===== src/rtl/sha256_pkg.sv =====
// Shared definitions for the SHA-256 round scheduler: FSM states, block geometry
// and the message-schedule sigma functions.
package sha256_pkg;

    localparam int NUM_ROUNDS      = 64;
    localparam int WORDS_PER_BLOCK = 16;

    typedef enum logic [2:0] {
        IDLE,
        INIT,
        FETCH,
        LOAD,
        ROUNDS,
        UPDATE,
        DONE
    } state_t;

    function automatic logic [31:0] sigma0(input logic [31:0] x);
        return {x[6:0], x[31:7]} ^ {x[17:0], x[31:18]} ^ (x >> 3);
    endfunction

    function automatic logic [31:0] sigma1(input logic [31:0] x);
        return {x[16:0], x[31:17]} ^ {x[18:0], x[31:19]} ^ (x >> 10);
    endfunction

endpackage


===== src/rtl/sha256_round_scheduler_if.sv =====
// Message-word fetch bus between the round scheduler and the padded-message store.
interface sha256_round_scheduler_if;
    logic        req_word;
    logic [7:0]  word_address;
    logic        word_valid;
    logic [31:0] word_data;

    modport master (
        output req_word,
        output word_address,
        input  word_valid,
        input  word_data
    );

    modport slave (
        input  req_word,
        input  word_address,
        output word_valid,
        output word_data
    );
endinterface


===== src/rtl/sha256_msg_schedule.sv =====
// 16-entry circular W buffer: words 0..15 come from the fetch bus, later words
// are expanded in place as each round is issued.
module sha256_msg_schedule
    import sha256_pkg::*;
(
    input  logic        clk,
    input  logic        load_en,
    input  logic [3:0]  load_idx,
    input  logic [31:0] load_data,
    input  logic        issue_en,
    input  logic [5:0]  t,
    output logic [31:0] w_cur
);

    logic [31:0] w_buf [WORDS_PER_BLOCK];
    logic [31:0] w_exp;
    logic [3:0]  slot;

    assign slot = t[3:0];

    // slot holds W[t-16]; slot-15 wraps to W[t-15] in the circular buffer
    always_comb begin
        w_exp = sigma1(w_buf[slot - 4'd2]) + w_buf[slot - 4'd7]
              + sigma0(w_buf[slot - 4'd15]) + w_buf[slot];
        w_cur = (t < 6'd16) ? w_buf[slot] : w_exp;
    end

    always_ff @(posedge clk) begin
        if (load_en) begin
            w_buf[load_idx] <= load_data;
        end else if (issue_en && t >= 6'd16) begin
            w_buf[slot] <= w_exp;
        end
    end

endmodule


===== src/rtl/sha256_round_scheduler.sv =====
// Sequences message fetch, 64-round scheduling and per-block/per-message control
// pulses for a SHA-256 compression core.
module sha256_round_scheduler
    import sha256_pkg::*;
(
    input  logic                       clk,
    input  logic                       rst_n,
    input  logic                       start,
    input  logic [3:0]                 num_blocks,
    input  logic                       abort,
    input  logic                       round_hold,
    sha256_round_scheduler_if.master   mem,
    output logic                       hash_init,
    output logic                       block_load,
    output logic                       block_done,
    output logic                       digest_valid,
    output logic                       round_en,
    output logic [5:0]                 round_idx,
    output logic [31:0]                w_t,
    output logic                       busy
);

    state_t      state, state_next;
    logic [3:0]  block_cnt, word_idx, num_blocks_lat;
    logic [5:0]  round_cnt;
    logic        capture, issue, last_block;
    logic [31:0] w_cur;

    logic        hash_init_p1, block_load_p1, block_done_p1, digest_valid_p1, round_en_p1;
    logic [5:0]  round_idx_p1;
    logic [31:0] w_t_p1;

    assign capture           = (state == FETCH) && mem.word_valid && !abort;
    assign issue             = (state == ROUNDS) && !round_hold && !abort;
    assign last_block        = (block_cnt == num_blocks_lat);
    assign mem.word_address  = {block_cnt, word_idx};

    sha256_msg_schedule u_sched (
        .clk       (clk),
        .load_en   (capture),
        .load_idx  (word_idx),
        .load_data (mem.word_data),
        .issue_en  (issue),
        .t         (round_cnt),
        .w_cur     (w_cur)
    );

    always_ff @(posedge clk or negedge rst_n) begin
        if (!rst_n) state <= IDLE;
        else        state <= state_next;
    end

    always_comb begin
        state_next   = state;
        busy         = 1'b1;
        mem.req_word = 1'b0;
        case (state)
            IDLE: begin
                busy = 1'b0;
                if (start) state_next = INIT;
            end
            INIT:   state_next = FETCH;
            FETCH: begin
                mem.req_word = 1'b1;
                if (mem.word_valid && word_idx == 4'(WORDS_PER_BLOCK - 1)) state_next = LOAD;
            end
            LOAD:   state_next = ROUNDS;
            ROUNDS: if (!round_hold && round_cnt == 6'(NUM_ROUNDS - 1)) state_next = UPDATE;
            UPDATE: state_next = last_block ? DONE : FETCH;
            DONE:   state_next = IDLE;
            default: state_next = IDLE;
        endcase
        if (abort && state != IDLE) state_next = IDLE;
    end

    always_ff @(posedge clk or negedge rst_n) begin
        if (!rst_n) begin
            block_cnt      <= '0;
            word_idx       <= '0;
            round_cnt      <= '0;
            num_blocks_lat <= '0;
        end else begin
            if (state == IDLE && start) begin
                block_cnt      <= '0;
                word_idx       <= '0;
                num_blocks_lat <= num_blocks;
            end
            if (capture) word_idx <= word_idx + 4'd1;
            if (state == LOAD) round_cnt <= '0;
            if (issue) round_cnt <= round_cnt + 6'd1;
            if (state == UPDATE && !abort && !last_block) begin
                block_cnt <= block_cnt + 4'd1;
                word_idx  <= '0;
            end
        end
    end

    // Output stage: core-facing strobes and round data are registered one cycle after the state
    always_ff @(posedge clk or negedge rst_n) begin
        if (!rst_n) begin
            hash_init_p1    <= 1'b0;
            block_load_p1   <= 1'b0;
            block_done_p1   <= 1'b0;
            digest_valid_p1 <= 1'b0;
            round_en_p1     <= 1'b0;
            round_idx_p1    <= '0;
            w_t_p1          <= '0;
        end else begin
            hash_init_p1    <= (state == INIT)   && !abort;
            block_load_p1   <= (state == LOAD)   && !abort;
            block_done_p1   <= (state == UPDATE) && !abort;
            digest_valid_p1 <= (state == DONE)   && !abort;
            round_en_p1     <= issue;
            if (state == LOAD) round_idx_p1 <= '0;
            if (issue) begin
                round_idx_p1 <= round_cnt;
                w_t_p1       <= w_cur;
            end
        end
    end

    assign hash_init    = hash_init_p1;
    assign block_load   = block_load_p1;
    assign block_done   = block_done_p1;
    assign digest_valid = digest_valid_p1;
    assign round_en     = round_en_p1;
    assign round_idx    = round_idx_p1;
    assign w_t          = w_t_p1;

endmodule


===== src/flat_wrapper.sv =====
// flat-port wrapper written by rule: the top's interface ports become plain ports
module sha256_round_scheduler_flat import sha256_pkg::*;
  (clk, rst_n, start, num_blocks, abort, round_hold, hash_init, block_load, block_done, digest_valid, round_en, round_idx, w_t, busy, mem_req_word, mem_word_address, mem_word_valid, mem_word_data);
  sha256_round_scheduler_if mem_i ();
  input  logic clk;
  input  logic rst_n;
  input  logic start;
  input  logic [3:0] num_blocks;
  input  logic abort;
  input  logic round_hold;
  output logic hash_init;
  output logic block_load;
  output logic block_done;
  output logic digest_valid;
  output logic round_en;
  output logic [5:0] round_idx;
  output logic [31:0] w_t;
  output logic busy;
  output wire logic [$bits(mem_i.req_word)-1:0] mem_req_word;
  output wire logic [$bits(mem_i.word_address)-1:0] mem_word_address;
  input wire logic [$bits(mem_i.word_valid)-1:0] mem_word_valid;
  input wire logic [$bits(mem_i.word_data)-1:0] mem_word_data;
  assign mem_req_word = mem_i.req_word;
  assign mem_word_address = mem_i.word_address;
  assign mem_i.word_valid = mem_word_valid;
  assign mem_i.word_data = mem_word_data;
  sha256_round_scheduler u_core (.clk(clk), .rst_n(rst_n), .start(start), .num_blocks(num_blocks), .abort(abort), .round_hold(round_hold), .mem(mem_i), .hash_init(hash_init), .block_load(block_load), .block_done(block_done), .digest_valid(digest_valid), .round_en(round_en), .round_idx(round_idx), .w_t(w_t), .busy(busy));
endmodule

===== config.mk =====
export PLATFORM = sky130hd
export DESIGN_NAME = sha256_round_scheduler_flat
export DESIGN_NICKNAME = d
export VERILOG_FILES = /design/src/rtl/sha256_pkg.sv /design/src/rtl/sha256_round_scheduler_if.sv /design/src/rtl/sha256_msg_schedule.sv /design/src/rtl/sha256_round_scheduler.sv /design/src/flat_wrapper.sv
export SDC_FILE = /design/constraint.sdc
export NUM_CORES = 1
export LEC_CHECK = 0
export CAP_MARGIN = 10
export CORE_UTILIZATION = 45
export DETAILED_ROUTE_END_ITERATION = 6
export PLACE_DENSITY = 0.63
export SETUP_SLACK_MARGIN = 0.05
export SYNTH_ARGS = -nofsm -noshare
export SYNTH_HDL_FRONTEND = slang
export SYNTH_SLANG_ARGS = --single-unit
export TNS_END_PERCENT = 20

===== constraint.sdc =====
create_clock -name clk -period 7.72 [get_ports clk]
set_input_delay 1.158 -clock clk [delete_from_list [all_inputs] [get_ports clk]]
set_output_delay 1.158 -clock clk [all_outputs]
set_load 0.01 [all_outputs]

Word-level counts from Yosys, hierarchy flattened
Memory sizes are Yosys's and may differ from the RTL's.
Cells that the tools add are included.
{"block": "word_totals", "ff_bits": 64, "ramBits": 512, "inputBits": 42, "n_memories": 1}
{"block": "op_classes", "add_sub_neg": 9, "order_cmp": 2, "eq_ne": 12, "muxes": 24, "bitwise": 4, "reduce_logical": 24}
{"name": "u_core.u_sched.w_buf", "words": 16, "width": 32, "read_ports": 4, "rd_ports_with_merged_regs": 0, "write_ports": 1, "line_no": "sha256_msg_schedule.sv:15", "rtl": "logic [31:0] w_buf [WORDS_PER_BLOCK];"}
{"operator": "$add A32 B32 Y32", "n": 3}
{"operator": "$mux W32", "n": 2}
{"operator": "$xor A32 B32 Y32", "n": 2}
{"operator": "$reduce_or A32 Y1", "n": 1}
{"operator": "$xor A32 B22 Y32", "n": 1}
{"operator": "$xor A32 B29 Y32", "n": 1}
{"operator": "$mux W4", "n": 5}
{"operator": "$mux W6", "n": 3}
{"operator": "$pmux W3 S6", "n": 1}
{"operator": "$mux W3", "n": 5}
{"operator": "$logic_and A1 B1 Y1", "n": 14}
{"operator": "$eq A3 B3 Y1 const B", "n": 3}
{"operator": "$add A4 B1 Y4 const B", "n": 2}
{"operator": "$mux W1", "n": 8}
{"operator": "$add A6 B1 Y6 const B", "n": 1}
{"operator": "$eq A3 B2 Y1 const B", "n": 2}
{"operator": "$eq A6 B6 Y1 const B", "n": 1}
{"operator": "$ge A6 B5 Y1 const B", "n": 1}
{"operator": "$lt A6 B5 Y1 const B", "n": 1}
{"operator": "$ne A3 B3 Y1 const B", "n": 2}
{"operator": "$reduce_bool A3 Y1", "n": 2}
{"operator": "$eq A4 B4 Y1", "n": 1}
{"operator": "$eq A4 B4 Y1 const B", "n": 1}
{"operator": "$reduce_bool A2 Y1", "n": 2}
{"operator": "other kinds (8)", "n": 10}

Longest topological paths before layout
Gate-level depths: netlist (run 1).
{"block": "logic_depth", "depth_word": 9, "ltp_mapped": 26}

Cells and area by module
A second synthesis (run 1) with hierarchy kept.
{"block": "unflattened", "cells_unflattened": 2460, "area_unflattened_um2": 34724.6}
{"module": "sha256_msg_schedule", "instances": 1, "cells_each": 2175, "area_per_inst_um2": 32008.2, "seq_area_each_um2": 15374.7}
{"module": "sha256_round_scheduler", "instances": 1, "cells_each": 285, "area_per_inst_um2": 2716.4, "seq_area_each_um2": 1601.5}

Worst setup path after synthesis (run 1)
Ideal clock, no wire load.
{"block": "synth_timing", "kind": "register -> register", "startpoint": "register u_core.round_cnt[2]", "endpoint": "memory u_core.u_sched.w_buf[0][23] (data pin)", "arrival_time_ns": 7.202, "setup_slack_ns": 0.177, "path_stages_with_launch": 26, "path_buffers": 3, "period_less_slack_ns": 7.543, "cell_sequence": "dfrtp_1 -> buf_2 -> inv_2 -> buf_1 -> ha_1 -> xor2_1 -> buf_2 -> mux4_2 -> xnor2_1 -> xnor2_1 -> fa_1 -> inv_1 -> fa_1 -> inv_1 -> ha_1 -> inv_1 -> fa_1 -> nor2b_1 -> o21ai_0 -> o211a_1 -> o21ai_1 -> a31oi_1 -> o21a_1 -> o31ai_1 -> mux2_1 -> o31ai_1"}
{"block": "synth_via", "elab_chain_cells": 8}
{"element": "from (decl)", "line_no": "sha256_round_scheduler.sv:25", "rtl": "logic [5:0] round_cnt;"}
{"element": "from (signal assigned)", "line_no": "sha256_round_scheduler.sv:90", "rtl": "if (issue) round_cnt <= round_cnt + 6'd1;"}
{"element": "$sub A4 B2 Y4", "line_no": "sha256_msg_schedule.sv:23", "rtl": "w_exp = sigma1(w_buf[slot - 4'd2]) + w_buf[slot - 4'd7]"}
{"element": "$mem_v2 Z16 W32"}
{"element": "$xor A32 B32 Y32", "line_no": "sha256_pkg.sv:23", "rtl": "return {x[16:0], x[31:17]} ^ {x[18:0], x[31:19]} ^ (x >> 10);"}
{"element": "$xor A32 B22 Y32", "line_no": "sha256_pkg.sv:23"}
{"element": "$add A32 B32 Y32", "line_no": "sha256_msg_schedule.sv:23"}
{"element": "$add A32 B32 Y32 (2 in a row)", "line_no": "sha256_msg_schedule.sv:24", "rtl": "+ sigma0(w_buf[slot - 4'd15]) + w_buf[slot];"}
{"element": "$mux W32 (no source line) (*)"}
{"element": "to (decl)", "line_no": "sha256_msg_schedule.sv:15"}
Mark *: on every way between the ends. The rest lies on a longest branch, timed or not.

Worst setup path after layout (run 1)
{"block": "layout_timing", "startpoint": "register u_core.round_cnt[0]", "endpoint": "memory u_core.u_sched.w_buf[9][28] (data pin)"}
The elaborated chain is that of the path after synthesis.

==> results of run 1 <==
## worst max-delay path: cells and delay by family, from the launching register on
| family | cells | cell delay, ps |
|---|---|---|
| buffers and inverters | 3 | 440 |
| xor gates and xnor gates | 3 | 1180 |
| muxes | 2 | 1070 |
| AOI/OAI and AO/OA | 7 | 2040 |
| adders and majority gates | 4 | 1600 |
| and+or+nand+nor | 1 | 100 |
| DFF | 1 | 580 |
## final timing paths
path                            depth (start not counted)                          end                 from
worst max-delay path                                   20  u_core.u_sched.w_buf[9][28]  u_core.round_cnt[0]
worst min register to register                          2               u_core.w_t[17]       u_core.w_t[17]
worst min-delay path                                    2               u_core.w_t[17]       u_core.w_t[17]
worst max register to register                         20  u_core.u_sched.w_buf[9][28]  u_core.round_cnt[0]
min in group asynchronous                               2               u_core.w_t[11]                rst_n
max in group asynchronous                               2          u_core.round_cnt[0]                rst_n
## cell usage in the layout, fill, tap and decap left out, types with 5 or more instances in the layout
cell and n:
nor2_4 17, and3_1 8, fa_1 62, a21o_1 12, o21ai_1 16, buf_12 15, clkinv_2 9, nor2b_1 5
o21a_1 7, nand3_1 26, ha_1 34, nor3_1 15, inv_1 113, clkdlybuf4s50_1 93, nand2_1 128, xor2_1 20
mux2_2 6, edfxtp_1 512, clkbuf_16 59, clkinvlp_4 11, dfrtp_1 61, clkinv_1 10, a21oi_1 50, o21ai_0 49
a31oi_1 14, mux4_2 510, xnor2_1 131, o21bai_1 8, bufinv_16 8, nor2_1 40, buf_4 74, a211oi_1 7
nand2b_1 5, o211ai_1 6, nand4_1 6
## state kept, by name (all words and copies together) (netlist names)
register / count
u_core.block_cnt: 4
u_core.block_done: 1
u_core.block_load: 1
u_core.digest_valid: 1
u_core.hash_init: 1
u_core.num_blocks_lat: 4
u_core.round_cnt: 6
u_core.round_en: 1
u_core.round_idx: 6
u_core.state: 3
u_core.u_sched.w_buf: 512
u_core.w_t: 32
u_core.word_idx: 4
## through the flow
stage                     instances  worst slack [ps]  hold WS, ps   util
after floorplan                2070               177          501      -
after global placement         3146               338          468  0.488
after detailed placement       3146               228          474  0.488
after CTS                      3255               236          488  0.513
after global routing           3256               126          507  0.514
final                          3256               463          480  0.514
## layer usage
layer / vias to the layer above / track usage
li1: 8666 / -
met4: 0 / 0.0931
met5: - / 0
met1: 11800 / 0.380
met3: 218 / 0.0507
met2: 1498 / 0.437
## final cells by class
class / instances / area, µm²
multi-input combinational: 1231 / 17200
inverter: 115 / 432
clock inverter: 47 / 492
tap: 1040 / 1300
timing repair buffer: 185 / 1830
sequential: 576 / 17000
clock buffer: 62 / 1490
fill: 6255 / 37600
## kinds of logic after synthesis
| logic type | synth area share |
|---|---|
| fa+ha+maj | 0.0482 |
| compound gates | 0.0339 |
| flops | 0.484 |
| xor+xnor | 0.0399 |
| mux | 0.330 |
| buf+inv | 0.0317 |
| simple gates | 0.0327 |
## repair_timing
action                     CTS  global route
hold buffers                 0             0
resized for setup            0             3
setup endpoints to repair    0            32
==> metrics, run 1 <==
status finished, final reports clean; sequential share of the synthesized area 0.484; max-slew violation total from the final report 0; Layout Nets about 2,300; M1 WL 40,600 µm; sum of negative setup slack 0 ps; Worst-Margin Slew about 1200 ps; Final min period 7260 ps; post-synth top area cell edfxtp_1; Die Height 281 µm; Syn Inst Count between 2,000 and 2,500; top-count cell post-synth edfxtp_1; largest net degree at the start of global routing roughly 110; r2r setup slk 460 ps; RD Place Congestion 1.04; Critical Path Sink Type register; max_cap viols 0; DR iter-0 viols between 2,000 and 3,000; Worst slew margin 0.204; # setup viols final 0; critical path startpoint category register; Async SR Flop Fraction 0.111; Worst-Skew Late Latency between 600 and 700 ps; WL/cell between 30 and 40 µm; Met2 Wirelength 50,900 µm; Max FO, Critical Path 16; overall die area approximately 0.08 mm²; number of vias after detailed routing around 22,000; TritonCTS buffer count 58; ANT cells 0; Setup Skew 21.3 ps; first-pass GRT wire length ~150,000 µm; post-DP HPWL roughly 71,000 µm; synthesized cell area between 0.03 and 0.04 mm²; Crit path largest cell delay roughly 740 ps; Post-CTS Setup Bufs 0; Syn Area/Cell approximately 17 µm²; FMAX approximately 0.14 GHz; Root Buffer Master clkbuf_16; crit path DAT between 7000 and 8000 ps; Synth-to-Final Area Change 13.2%; kind of critical path reg -> reg; vias in the first global route about 22,000; drt total wl between 100,000 and 150,000 µm; Distinct cells, synth 57; CP required roughly 8000 ps; DIE WIDTH ~280 µm; # port buffers between 90 and 100; RSZ-0062 raised after global routing false; drt pass-1 iters 6; initial core utilization 0.454; fin area just under 0.04 mm²; CTS sink cnt around 580; Max Used Layer met4; most common flop cell mapped by yosys edfxtp_1; Total GRT Usage 0.274; period utilization 0.940; Placement Cell Area about 0.038 mm²; grt ovf 0; fraction of layout cells with a size suffix above 1 0.333; initial antenna violation count 0; CTS clk-pin slew, worst paths 60 ps; post-synth top area share 0.438; largest cells by area after synthesis edfxtp_1 (44%), mux4_2 (33%), dfrtp_1 (4.6%), fa_1 (3.5%), xnor2_1 (3.3%); slowest CP cell xnor2_4; commonest cells in the netlist edfxtp_1 (512), mux4_2 (510), xnor2_1 (131); post-synth net total 2,210; synthesized flop and latch total approximately 580; Hold Crit Class reg -> reg; Rows between 100 and 150; maximum buffer depth of the clock tree 3; metal3 WL approximately 11,000 µm; H-tree levels 2; number of synthesized flops with an enable pin ~510; sequence of cells on the critical path ha_4 > xnor2_4 > buf_4 > mux4_2 > xnor2_1 > xnor2_1 > fa_1 > inv_1 > fa_1 > inv_1 > ha_1 > a21o_1 > a31oi_1 > o221ai_1 > a31oi_1 > nor3_1 > o31ai_1 > mux2_2 > a211oi_1 > a21o_1; DR DRC count 0; core area 0.0773 mm²; YS warnings 0; Avg Vias per Cell just under 7; Fin. Hold Viols 0; CTS tree done; antenna viol nets, final 0; I/O pins 95
Power of run 1 is left out: the tool's default activity adds up to more than one toggle a clock period on the data nets, which glitch-free logic cannot reach.
==> run 2: changes to the inputs <==
- SLEW_MARGIN: unset -> 20
==> run 2 against run 1 <==
  * Count of clock-buffer cells in the layout unchanged
  * Flip-flop and latch count unchanged
  * Clock skew about the same
  * Critical path depth unchanged
  * Via count increased by 0.12%
  * Setup slack got worse by 24 ps
  * Final cell count about the same
  * Die area unchanged
  * Worst hold slack about the same
  * First-iteration DRC count increased by 3.3%
  * Largest cell class unchanged
  * Highest routed layer unchanged
==> metrics, run 2 (synthesis results as in run 1) <==
status finished, final reports clean; Hold Crit Class reg -> reg; CTS clk-pin slew, worst paths 60 ps (about the same); Die Height 281 µm (unchanged); critical path startpoint category register; Post-CTS Setup Bufs 0 (unchanged); Avg Vias per Cell 6.82 (+0.15%); first-pass GRT wire length 154,000 µm (unchanged); WL/cell 32.8 µm (+0.18%); maximum buffer depth of the clock tree 3 (unchanged); Fin. Hold Viols 0 (unchanged); vias in the first global route 21,700 (unchanged); DIE WIDTH 281 µm (unchanged); antenna viol nets, final 0 (unchanged); drt pass-1 iters 6 (unchanged); largest net degree at the start of global routing 112 (unchanged); Fillers 6,254 (-0.016%); WP depth 20 (unchanged); period utilization 0.943 (+0.00308); Total GRT Usage 0.274 (unchanged); # setup viols final 0 (unchanged); grt ovf 0 (unchanged); H-tree levels 2 (unchanged); Synth-to-Final Area Change 13.2% (about the same); slowest CP cell xnor2_4; most frequent cells in the layout edfxtp_1 (512), mux4_2 (510), xnor2_1 (131); crit path DAT 7660 ps (+20 ps); Crit path largest cell delay 730 ps (about the same); CTS sink cnt 576 (unchanged); Root Buffer Master clkbuf_16; Worst-Skew Late Latency 650 ps (about the same); Rows 102 (unchanged); sum of negative setup slack 0 ps (unchanged); TritonCTS buffer count 58 (unchanged); I/O pins 95 (unchanged); FMAX 0.137 GHz (-0.33%); CTS tree done; # port buffers 94 (unchanged); Worst-Margin Slew 1190 ps (-4.05 ps); Critical Path Sink Type register; Setup Skew 21.4 ps (+0.0839 ps); worst path bufs/invs 3 (unchanged); drt total wl 107,000 µm (+0.14%); Reg with most FFs u_core.u_sched.w_buf; Max FO, Critical Path 16 (unchanged); CTS Hold Bufs 0 (unchanged); number of vias after detailed routing 22,200 (+0.12%); core area 0.0773 mm² (unchanged); CP required 8100 ps (about the same); fraction of layout cells with a size suffix above 1 0.334 (+0.000602); max_cap viols 0 (unchanged); CP top delay family compound AO/OA/AOI/OAI gates; commonest non-fill, non-tap cell in the layout edfxtp_1; sequence of cells on the critical path ha_4 > xnor2_4 > buf_4 > mux4_2 > xnor2_1 > xnor2_1 > fa_1 > inv_1 > fa_1 > inv_1 > ha_1 > a21o_1 > a31oi_1 > o221ai_1 > a31oi_1 > nor3_1 > o31ai_1 > mux2_2 > a211oi_1 > a21o_1; ANT cells 0 (unchanged); max-slew violation total from the final report 0 (unchanged); DR DRC count 0 (unchanged); Final min period 7280 ps (+23.7 ps); initial core utilization 0.454 (unchanged); Worst slew margin 0.207 (+0.00271); kind of critical path reg -> reg; Worst Hold Depth 2 (unchanged); worst r2r path cells 20 (unchanged); max reg flops 512 (unchanged); initial antenna violation count 0 (unchanged); RD Place Congestion 1.04 (unchanged); DR iter-0 viols 2,947 (+3.3%); RSZ-0062 raised after global routing false; overall die area 0.0791 mm² (unchanged); post-DP HPWL 70,800 µm (unchanged); Layout Nets 2,306 (-0.043%)
run 2: stage by stage:
step | util | instances | setup slack [ps] | hold slack, ps | area (µm²)
2_1_floorplan | - | 2070 | 177 | 501 | 35100
3_3_place_gp | 0.488 | 3146 | 338 | 468 | 37700
3_5_place_dp | 0.488 | 3146 | 228 | 474 | 37700
4_1_cts | 0.513 | 3255 | 236 | 488 | 39700
5_1_grt | 0.514 | 3255 | 126 | 507 | 39700
6_report | 0.514 | 3255 | 440 | 481 | 39700
run 2: metal layers:
layer  part of all wire  wire (µm)  vias up  global-route usage
met1               0.38      40700    11800               0.380
li1                   -          -     8665                   -
met3               0.10      11100      218              0.0507
met4              0.038       4040        0              0.0931
met5                  0          0        -                   0
met2               0.48      51000     1526               0.437
run 2: cell type report:
cell class	instances	area [µm²]	share of cell area
multi-input cells	1231	17200	0.433
flip-flops and latches	576	17000	0.428
clock inverters	47	492	0.0124
inverters	115	432	0.0109
well taps	1040	1300	0.0328
repair buffers	184	1820	0.0458
clock buffers	62	1490	0.0375
run 2: what timing repair did:
action	in CTS	in global routing
gates resized for setup	0	3
endpoints found under the hold margin	0	0
endpoints found under the setup margin	0	32
run 2: tightest hold or removal path, delay by kind of cell, from the launching register on:
| kind | cells | cell delay [ps] |
|---|---|---|
| AOI/OAI and AO/OA | 1 | 60 |
| and+or+nand+nor | 1 | 50 |
| DFF | 1 | 340 |
run 2: worst paths after layout:
path                                                end                start  slack [ps]
max in group asynchronous           u_core.round_cnt[0]                rst_n        6340
setup / recovery           u_core.u_sched.w_buf[10][28]  u_core.round_cnt[0]         440
min in group asynchronous                 u_core.w_t[3]                rst_n         690
setup reg to reg           u_core.u_sched.w_buf[10][28]  u_core.round_cnt[0]         440
hold reg to reg                          u_core.w_t[17]       u_core.w_t[17]         480
hold / removal                           u_core.w_t[17]       u_core.w_t[17]         480
Power of run 2 is left out for the same reason.
